<file path="src/rtl/spi_pkg.sv">
`default_nettype none
// +----------------------------------------------------------------------+
// | Module : spi_pkg                                                      |
// | Desc   : Shared constants and types for the SPI receive path.         |
// | Rev    : 1.0  initial release                                         |
// +----------------------------------------------------------------------+
package spi_pkg;

  // Native frame length of the SPI receiver.
  localparam int SPI_WORD_W = 16;

  // One received SPI word.
  typedef logic [SPI_WORD_W-1:0] spi_word_t;

  // Bit-counter width for a given frame length (at least one bit).
  function automatic int spi_cnt_w(input int data_w);
    return (data_w > 2) ? $clog2(data_w) : 1;
  endfunction

endpackage : spi_pkg
`default_nettype wire

</file>
<file path="src/rtl/spi_shift_in.sv">
`default_nettype none
// +----------------------------------------------------------------------+
// | Module : spi_shift_in                                                 |
// | Desc   : Serial-in shift register and modulo-DATA_W bit counter.      |
// |          Flags the edge that completes a word and presents the       |
// |          completed word combinationally on that edge.                |
// | Rev    : 1.0  initial release                                         |
// +----------------------------------------------------------------------+
module spi_shift_in
  import spi_pkg::*;
#(
  parameter int DATA_W    = SPI_WORD_W,
  parameter bit MSB_FIRST = 1'b1
) (
  input  logic              i_clk,
  input  logic              i_reset,
  input  logic              i_cs_n,
  input  logic              i_mosi,
  output logic [DATA_W-1:0] o_word,
  output logic              o_done
);

  localparam int              CNT_W    = spi_cnt_w(DATA_W);
  localparam logic [CNT_W-1:0] c_last  = CNT_W'(DATA_W - 1);
  localparam logic [CNT_W-1:0] c_one   = CNT_W'(1);

  logic [DATA_W-1:0] shift_q, shift_d;
  logic [CNT_W-1:0]  cnt_q,   cnt_d;
  logic [DATA_W-1:0] w_shifted;
  logic              w_last;

  // Bit ordering: MSB-first shifts left into bit 0, LSB-first shifts right
  // into the top bit, so after DATA_W bits the first bit sits at the far end.
  generate
    if (MSB_FIRST) begin : g_msb_first
      assign w_shifted = {shift_q[DATA_W-2:0], i_mosi};
    end else begin : g_lsb_first
      assign w_shifted = {i_mosi, shift_q[DATA_W-1:1]};
    end
  endgenerate

  assign w_last = (cnt_q == c_last);

  // Next-state: shift and count while selected; clear count when deselected.
  always_comb begin
    shift_d = shift_q;
    cnt_d   = cnt_q;
    o_done  = 1'b0;
    if (!i_cs_n) begin
      shift_d = w_shifted;
      o_done  = w_last;
      cnt_d   = w_last ? '0 : (cnt_q + c_one);
    end else begin
      cnt_d   = '0;
    end
  end

  assign o_word = w_shifted;

  // State registers with asynchronous clear.
  always_ff @(posedge i_clk or posedge i_reset) begin
    if (i_reset) begin
      shift_q <= '0;
      cnt_q   <= '0;
    end else begin
      shift_q <= shift_d;
      cnt_q   <= cnt_d;
    end
  end

endmodule : spi_shift_in
`default_nettype wire

</file>
<file path="src/rtl/spi_rx16.sv">
`default_nettype none
// +----------------------------------------------------------------------+
// | Module : spi_rx16                                                     |
// | Desc   : SPI slave receive-only deserialiser. Holds the last complete |
// |          word on spi_data; runs entirely on spi_clk.                 |
// |          Optional macro SPI_RX16_VALID_EN adds a one-cycle spi_valid |
// |          strobe on each completed word.                              |
// | Rev    : 1.0  initial release                                         |
// +----------------------------------------------------------------------+
module spi_rx16
  import spi_pkg::*;
#(
  parameter int DATA_W    = SPI_WORD_W,
  parameter bit MSB_FIRST = 1'b1
) (
  input  logic              spi_clk,
  input  logic              reset,
  input  logic              spi_cs,
  input  logic              spi_mosi,
  output logic [DATA_W-1:0] spi_data
`ifdef SPI_RX16_VALID_EN
  ,
  output logic              spi_valid
`endif
);

  logic [DATA_W-1:0] w_word;
  logic              w_done;
  logic [DATA_W-1:0] spi_data_q, spi_data_d;

  spi_shift_in #(
    .DATA_W    (DATA_W),
    .MSB_FIRST (MSB_FIRST)
  ) u_shift_in (
    .i_clk   (spi_clk),
    .i_reset (reset),
    .i_cs_n  (spi_cs),
    .i_mosi  (spi_mosi),
    .o_word  (w_word),
    .o_done  (w_done)
  );

  // Output word only moves on the completing edge; partial frames never leak.
  always_comb begin
    spi_data_d = spi_data_q;
    if (w_done) begin
      spi_data_d = w_word;
    end
  end

  // Output latch with asynchronous clear.
  always_ff @(posedge spi_clk or posedge reset) begin
    if (reset) begin
      spi_data_q <= '0;
    end else begin
      spi_data_q <= spi_data_d;
    end
  end

  assign spi_data = spi_data_q;

`ifdef SPI_RX16_VALID_EN
  logic spi_valid_q, spi_valid_d;

  // Strobe is the registered completion flag, so it lasts one spi_clk cycle.
  always_comb begin
    spi_valid_d = w_done;
  end

  // Valid strobe register with asynchronous clear.
  always_ff @(posedge spi_clk or posedge reset) begin
    if (reset) begin
      spi_valid_q <= 1'b0;
    end else begin
      spi_valid_q <= spi_valid_d;
    end
  end

  assign spi_valid = spi_valid_q;
`endif

endmodule : spi_rx16
`default_nettype wire

</file>
<file path="config.mk">
export PLATFORM = sky130hd
export DESIGN_NAME = spi_rx16
export DESIGN_NICKNAME = d
export VERILOG_FILES = /design/src/rtl/spi_pkg.sv /design/src/rtl/spi_shift_in.sv /design/src/rtl/spi_rx16.sv
export SDC_FILE = /design/constraint.sdc
export NUM_CORES = 1
export LEC_CHECK = 0
export CAP_MARGIN = 20
export CORE_MARGIN = 8
export CORE_UTILIZATION = 40
export CTS_CLUSTER_SIZE = 25
export DETAILED_ROUTE_END_ITERATION = 6
export PLACE_DENSITY_LB_ADDON = 0.08
export SLEW_MARGIN = 20
export SYNTH_ARGS = -nofsm -noshare
export SYNTH_HDL_FRONTEND = slang
export SYNTH_HIERARCHICAL = 1
export SYNTH_SLANG_ARGS = --single-unit
</file>
<file path="constraint.sdc">
create_clock -name spi_clk -period 1.8 [get_ports spi_clk]
set_clock_uncertainty 0.1 [all_clocks]
set_input_delay 0.36 -clock spi_clk [delete_from_list [all_inputs] [get_ports spi_clk]]
set_output_delay 0.36 -clock spi_clk [all_outputs]
set_load 0.01 [all_outputs]
</file>
==> results.ini, run 1 <==
[status]
outcome=finished, final reports clean

[setup_path]
crit_family=buffers and inverters
ff2ff_setup_slack_ps=120
cp_slowest_cell=clkdlybuf4s50_1
regToRegStartpoint=u_shift_in/cnt_q[0]$_DFF_PP0_
max_stage_delay_ps=550
cp_cell_sequence=clkdlybuf4s50_1
critPathCaptureType=output pin
critPathMaxFanout=2
arrival_ps=1270
rr_endpoint=spi_data[4]$_DFFE_PP0P_
critPathLaunchType=flop
r2r.worst_path.cells=5
critPathRequiredTime_ps=1340
path_class=reg -> out
critical_path_buf_inv_count=1

[global_routing]
grt_max_degree=20
grt_first_pass_wirelength_mm=4.13
antenna_found_initial=0
gr-total-overflow=0
grt_pass1_vias=803
grt.total_usage_pct=9.20

[placement]
placed_area_mm2=0.00169
placed_cells=151
dp_hpwl_mm=1.63
io_buffers=19
gp_congestion=0.602

[yosys]
synth-seq-area-share_pct=60.1
synth_top_area_share_pct=60.1
synth_cell_type_count=16
mappedNetlistNets=88
syn_inst=83
synth.cell_area_mm2=0.00146
avgSynthCellArea_um2=17.6
ys_ff_latch=35
yosysWarningCount=6
yosysTopAreaCell=dfrtp_1
synth.area.top_cells=dfrtp_1, mux2_4, mux2_2

[pwr]
power_density_mw_per_mm2=979
power_switching_mw=0.417
ir_drop_mv=0.404
power_mw=1.71
switching_share_pct=24.3
power_frac_comb_pct=15.2
seqPwrFrac_pct=60.3
power_leakage_nw=0.861
internal-power_mw=1.30
p_clk_share_pct=24.4

[sta]
hold_viol=0
finalCriticalPeriod_ps=1730
fin_crit_sh_pct=96.0
rsz0062_at_grt=no
maxSlewHeadroom_pct=79.7
fmax_mhz=579
tightest_slew_ps=305
finalSetupViolations=0
slew_viol_final=0
tns_ps=0

[layout]
diodes=0
stdcell_area_mm2=0.00175
final_cell_mix=dfrtp_1, mux2_4, clkdlybuf4s50_1
drive_gt1_share_pct=40.0
final_common_cell=dfrtp_1
syn2layout_area_growth_pct=20.1
fin_nets=115
instances_no_fill=158

[cts]
ctsRootBufferMaster=clkbuf_4
clk_latency_ps=330
htree_levels=2
numCtsBuffers=5
clkSlewWorstSetupHoldPaths_ps=100
tritoncts=yes
clock_path_buffers=2
numClockSinks=35

[floorplanning]
die_w_um=76.4
io_pins=20
die_area_mm2=0.00583
fp.dieH_um=76.4
initial_utilization_pct=40.7
core.rowCount=22
coreArea_mm2=0.00358

[drt]
via_per_inst=4.70
wl_mm=2.37
dr.first_iter.drc_count=55
vias=742
drt_pass1_iterations=3
wl_per_cell_um=15.0
ant_nets=0
drc=0

[min_path]
worst_hold_path_type=in -> async

[job]
maxCapViolCount=0

registers in the layout, indices dropped and copies added (netlist names):
register	cells
spi_data	16
u_shift_in/cnt_q	4
u_shift_in/shift_q	15
power groups by stage:
stage | logic [mW] | registers [mW] | clock network (mW)
after global placement | 0.258 | 1.05 | 0
after floorplan | 0.232 | 1.01 | 0
after CTS | 0.265 | 1.03 | 0.437
final | 0.261 | 1.03 | 0.419
after detailed placement | 0.262 | 1.05 | 0
after global routing | 0.282 | 1.05 | 0.478
cells in the mapped netlist (all sizes together):
cell and n:
nor3b 1, mux2 31, nor2 2, ha 1
a311oi 1, xnor2 1, nand3 1, inv 2
a31oi 1, buf 5, nor2b 1, a21o 1
dfrtp 35
metrics by stage:
stage | hold slack [ps] | setup WS [ps] | utilization [%]
2_1_floorplan | 174 | 255 | -
3_3_place_gp | 381 | 78.7 | 47.3
3_5_place_dp | 387 | 49.8 | 47.3
4_1_cts | 256 | 49.2 | 48.8
5_1_grt | 262 | 3.29 | 48.9
6_report | 255 | 71.9 | 48.9
how the worst max path moves through the flow:
stage	slack, ps	endpoint	depth (start not counted)	start
floorplan	260	spi_data[10]$_DFFE_PP0P_	6	u_shift_in/cnt_q[0]$_DFF_PP0_
global placement	80	spi_data[3]$_DFFE_PP0P_	4	spi_cs
detailed placement	50	spi_data[3]$_DFFE_PP0P_	4	spi_cs
CTS	50	spi_data[14]	1	spi_data[14]$_DFFE_PP0P_
global route	3	spi_data[4]$_DFFE_PP0P_	5	u_shift_in/cnt_q[0]$_DFF_PP0_
finish	70	spi_data[5]	1	spi_data[5]$_DFFE_PP0P_
cell families (layout without fill, tap and decap cells):
family	count (synthesis)	after routing	share of synthesized area, %
adders and majority gates	1	1	0.858
xor gates and xnor gates	1	1	0.601
DFF	35	35	60.1
muxes	31	31	30.4
and+or+nand+nor	5	5	1.80
AOI/OAI and AO/OA	3	3	1.55
buffers and inverters	7	34	4.72
layout make-up:
cell class	count	area, µm²
Clock inverter	1	5.00
Clock buffer	6	51.3
Inverter	2	7.51
Tap cell	48	60.1
Timing Repair Buffer	25	238
Fill cell	323	1830
Multi-Input combinational cell	41	513
Sequential cell	35	876
metal layers:
| metal | track usage (%) | part of all wire, % |
|---|---|---|
| met1 | 10.4 | 46 |
| met2 | 13.4 | 45 |
| met3 | 5.07 | 6.5 |
| met4 | 5.19 | 2.3 |
| met5 | 0 | 0 |
repair_timing:
action,in CTS,in global routing
resized for setup,0,1
hold buffers,0,0
setup endpoints to repair,0,1
hold endpoints to repair,0,0
setup buffers,0,0
(Power assumes the default switching activity.)
==> inputs of run 2 (changes only) <==
Settings changed: ABC_AREA from default to 1, CTS_CLUSTER_DIAMETER from default to 150.
==> run 2 against run 1 <==
- sequential share of layout area up 1.5 points
- non-clock buffer count up 2
- cell area down 3.0%
==> results.ini, run 2 <==
[status]
outcome=finished, final reports clean  ; unchanged

[setup_path]
critPathLaunchType=flop  ; unchanged
path_class=reg -> out  ; unchanged
arrival_ps=1250  ; was 1270 ps
critPathMaxFanout=2  ; unchanged
cp_cell_sequence=clkdlybuf4s50_1  ; unchanged
crit_family=buffers and inverters  ; unchanged
critPathRequiredTime_ps=1340  ; about the same
critPathCaptureType=output pin  ; unchanged
cp_slowest_cell=clkdlybuf4s50_1  ; unchanged
critical_path_buf_inv_count=1  ; unchanged
max_stage_delay_ps=550  ; about the same

[placement]
dp_hpwl_mm=1.92  ; was 1.63 mm
placed_cells=215  ; was 151
io_buffers=19  ; unchanged
gp_congestion=0.751  ; was 0.602

[sta]
fin_crit_sh_pct=95.1  ; was 96.0%
finalSetupViolations=0  ; unchanged
finalCriticalPeriod_ps=1710  ; was 1730 ps
rsz0062_at_grt=no  ; unchanged
hold_viol=0  ; unchanged
fmax_mhz=584  ; was 579 MHz
slew_viol_final=0  ; unchanged
maxSlewHeadroom_pct=72.5  ; was 79.7%
tightest_slew_ps=412  ; was 305 ps

[pwr]
power_frac_comb_pct=8.3  ; was 15.2%
power_density_mw_per_mm2=800  ; was 979 mW/mm²
switching_share_pct=24.4  ; was 24.3%
p_clk_share_pct=27.0  ; was 24.4%
seqPwrFrac_pct=64.7  ; was 60.3%
power_switching_mw=0.331  ; was 0.417 mW
power_mw=1.36  ; was 1.71 mW
power_leakage_nw=0.872  ; was 0.861 nW
internal-power_mw=1.03  ; was 1.30 mW
ir_drop_mv=0.391  ; was 0.404 mV

[cts]
numClockSinks=35  ; unchanged
numCtsBuffers=5  ; unchanged
clk_latency_ps=320  ; was 330 ps
tritoncts=yes  ; unchanged
hold_buffers=0  ; unchanged
clkSlewWorstSetupHoldPaths_ps=100  ; about the same
post_cts_buffers=0  ; unchanged
ctsRootBufferMaster=clkbuf_4  ; unchanged
clock_path_buffers=2  ; unchanged
cts_resized=2  ; was 0
htree_levels=2  ; unchanged

[drt]
vias=992  ; was 742
via_per_inst=4.49  ; was 4.70
dr.first_iter.drc_count=44  ; was 55
drt_pass1_iterations=4  ; was 3
wl_mm=2.55  ; was 2.37 mm
ant_nets=0  ; unchanged
drc=0  ; unchanged
wl_per_cell_um=11.6  ; was 15.0 µm

[yosys]
synth.cell_area_mm2=0.00142  ; was 0.00146 mm²
synth-seq-area-share_pct=61.6  ; was 60.1%
avgSynthCellArea_um2=9.54  ; was 17.6 µm²
synth_top_area_share_pct=61.6  ; was 60.1%
async_flop_share_pct=100  ; unchanged
synth.area.top_cells=dfrtp_1, nand2_1, o21ai_0  ; was dfrtp_1, mux2_4, mux2_2
mappedNetlistNets=154  ; was 88
synth_edf_count=0  ; unchanged
synth.most_common_cell=nand2_1  ; was dfrtp_1
syn_inst=149  ; was 83
synthTopCellsByCount=nand2_1, dfrtp_1, o21ai_0  ; was dfrtp_1, mux2_4, mux2_2
yosysTopAreaCell=dfrtp_1  ; unchanged
yosysWarningCount=6  ; unchanged
ys.flop_type=dfrtp_1  ; unchanged
ys_ff_latch=35  ; unchanged
synth_cell_type_count=15  ; was 16

[min_path]
worst_hold_path_type=in -> async  ; unchanged

[global_routing]
grt.total_usage_pct=9.94  ; was 9.20%
antenna_found_initial=0  ; unchanged
gr-total-overflow=0  ; unchanged
grt_max_degree=20  ; unchanged
grt_pass1_vias=912  ; was 803
grt_first_pass_wirelength_mm=4.21  ; was 4.13 mm

[floorplanning]
fp.dieH_um=75.6  ; was 76.4 µm
io_pins=20  ; unchanged
core.rowCount=21  ; was 22
initial_utilization_pct=42.3  ; was 40.7%
die_w_um=75.6  ; was 76.4 µm
coreArea_mm2=0.00336  ; was 0.00358 mm²
die_area_mm2=0.00572  ; was 0.00583 mm²

[layout]
diodes=0  ; unchanged
final_common_cell=nand2_1  ; was dfrtp_1
final_cell_mix=nand2_1, dfrtp_1, clkdlybuf4s50_1  ; was dfrtp_1, mux2_4, clkdlybuf4s50_1
drive_gt1_share_pct=13.7  ; was 40.0%
syn2layout_area_growth_pct=19.5  ; was 20.1%
largest_reg_flops=16  ; unchanged
fin_nets=181  ; was 115
instances_no_fill=221  ; was 158

[job]
maxCapViolCount=0  ; unchanged

## run 2: cell types whose count changed in the layout (fill, tap and decap cells not counted), sizes merged, moves of 2 or more
cell	change
inv	+12
nand2	+70
buf	+2
o21ai	+15
mux2	-31
nor2	+3
## run 2: metal layers
layer  track usage [%]  vias up  wire, µm
met3              4.87        2       178
li1                  -      503         -
met4              3.20        0        13
met1              13.0      464      1240
met2              13.9       23      1130
met5                 0        -         0
## run 2: area by class of cell
type                            count  area (µm²)
Clock buffer                        6        41.3
Fill cell                         341        1670
Inverter                           14        62.6
Multi-Input combinational cell     93         410
Sequential cell                    35         876
Tap cell                           46        57.6
Timing Repair Buffer               27         250
## run 2: path summary, 6_finish.rpt
check	start	to	slack (ps)	cells after the start
worst min register to register	spi_data[4]$_DFFE_PP0P_	spi_data[4]$_DFFE_PP0P_	380	2
worst max-delay path	spi_data[7]$_DFFE_PP0P_	spi_data[7]	90	1
worst max register to register	u_shift_in/cnt_q[0]$_DFF_PP0_	spi_data[0]$_DFFE_PP0P_	200	8
worst min-delay path	reset	spi_data[6]$_DFFE_PP0P_	250	3
max in group asynchronous	reset	u_shift_in/shift_q[3]$_DFFE_PP0N_	1120	3
min in group spi_clk	spi_data[4]$_DFFE_PP0P_	spi_data[4]$_DFFE_PP0P_	380	2
## run 2: power groups by stage
stage	logic, mW	registers, mW	clock network [mW]
after floorplan	0.0786	0.886	0
after global placement	0.110	0.892	0
after detailed placement	0.115	0.895	0
after CTS	0.116	0.879	0.382
after global routing	0.131	0.886	0.425
final	0.112	0.879	0.366
## run 2: kinds of logic (layout without fill, tap and decap cells)
kind of cell,count (synthesis),after routing,synth area share (%)
AND/OR/NAND/NOR,77,77,21.7
buffers and inverters,21,47,10.0
adder cells (fa/ha/maj),1,1,0.880
AO/OA/AOI/OAI,15,15,5.81
flip-flops,35,35,61.6
## run 2: per-stage QoR
step	setup slack, ps	setup TNS [ps]	hold WS [ps]	util (%)	area (µm²)
after detailed placement	-453	-6990	358	49.0	1650
final	87.7	0	252	50.5	1700
after global routing	18.9	0	254	50.5	1700
after global placement	-411	-6380	356	49.0	1650
after floorplan	356	0	174	-	1420
after CTS	67.6	0	252	50.5	1700
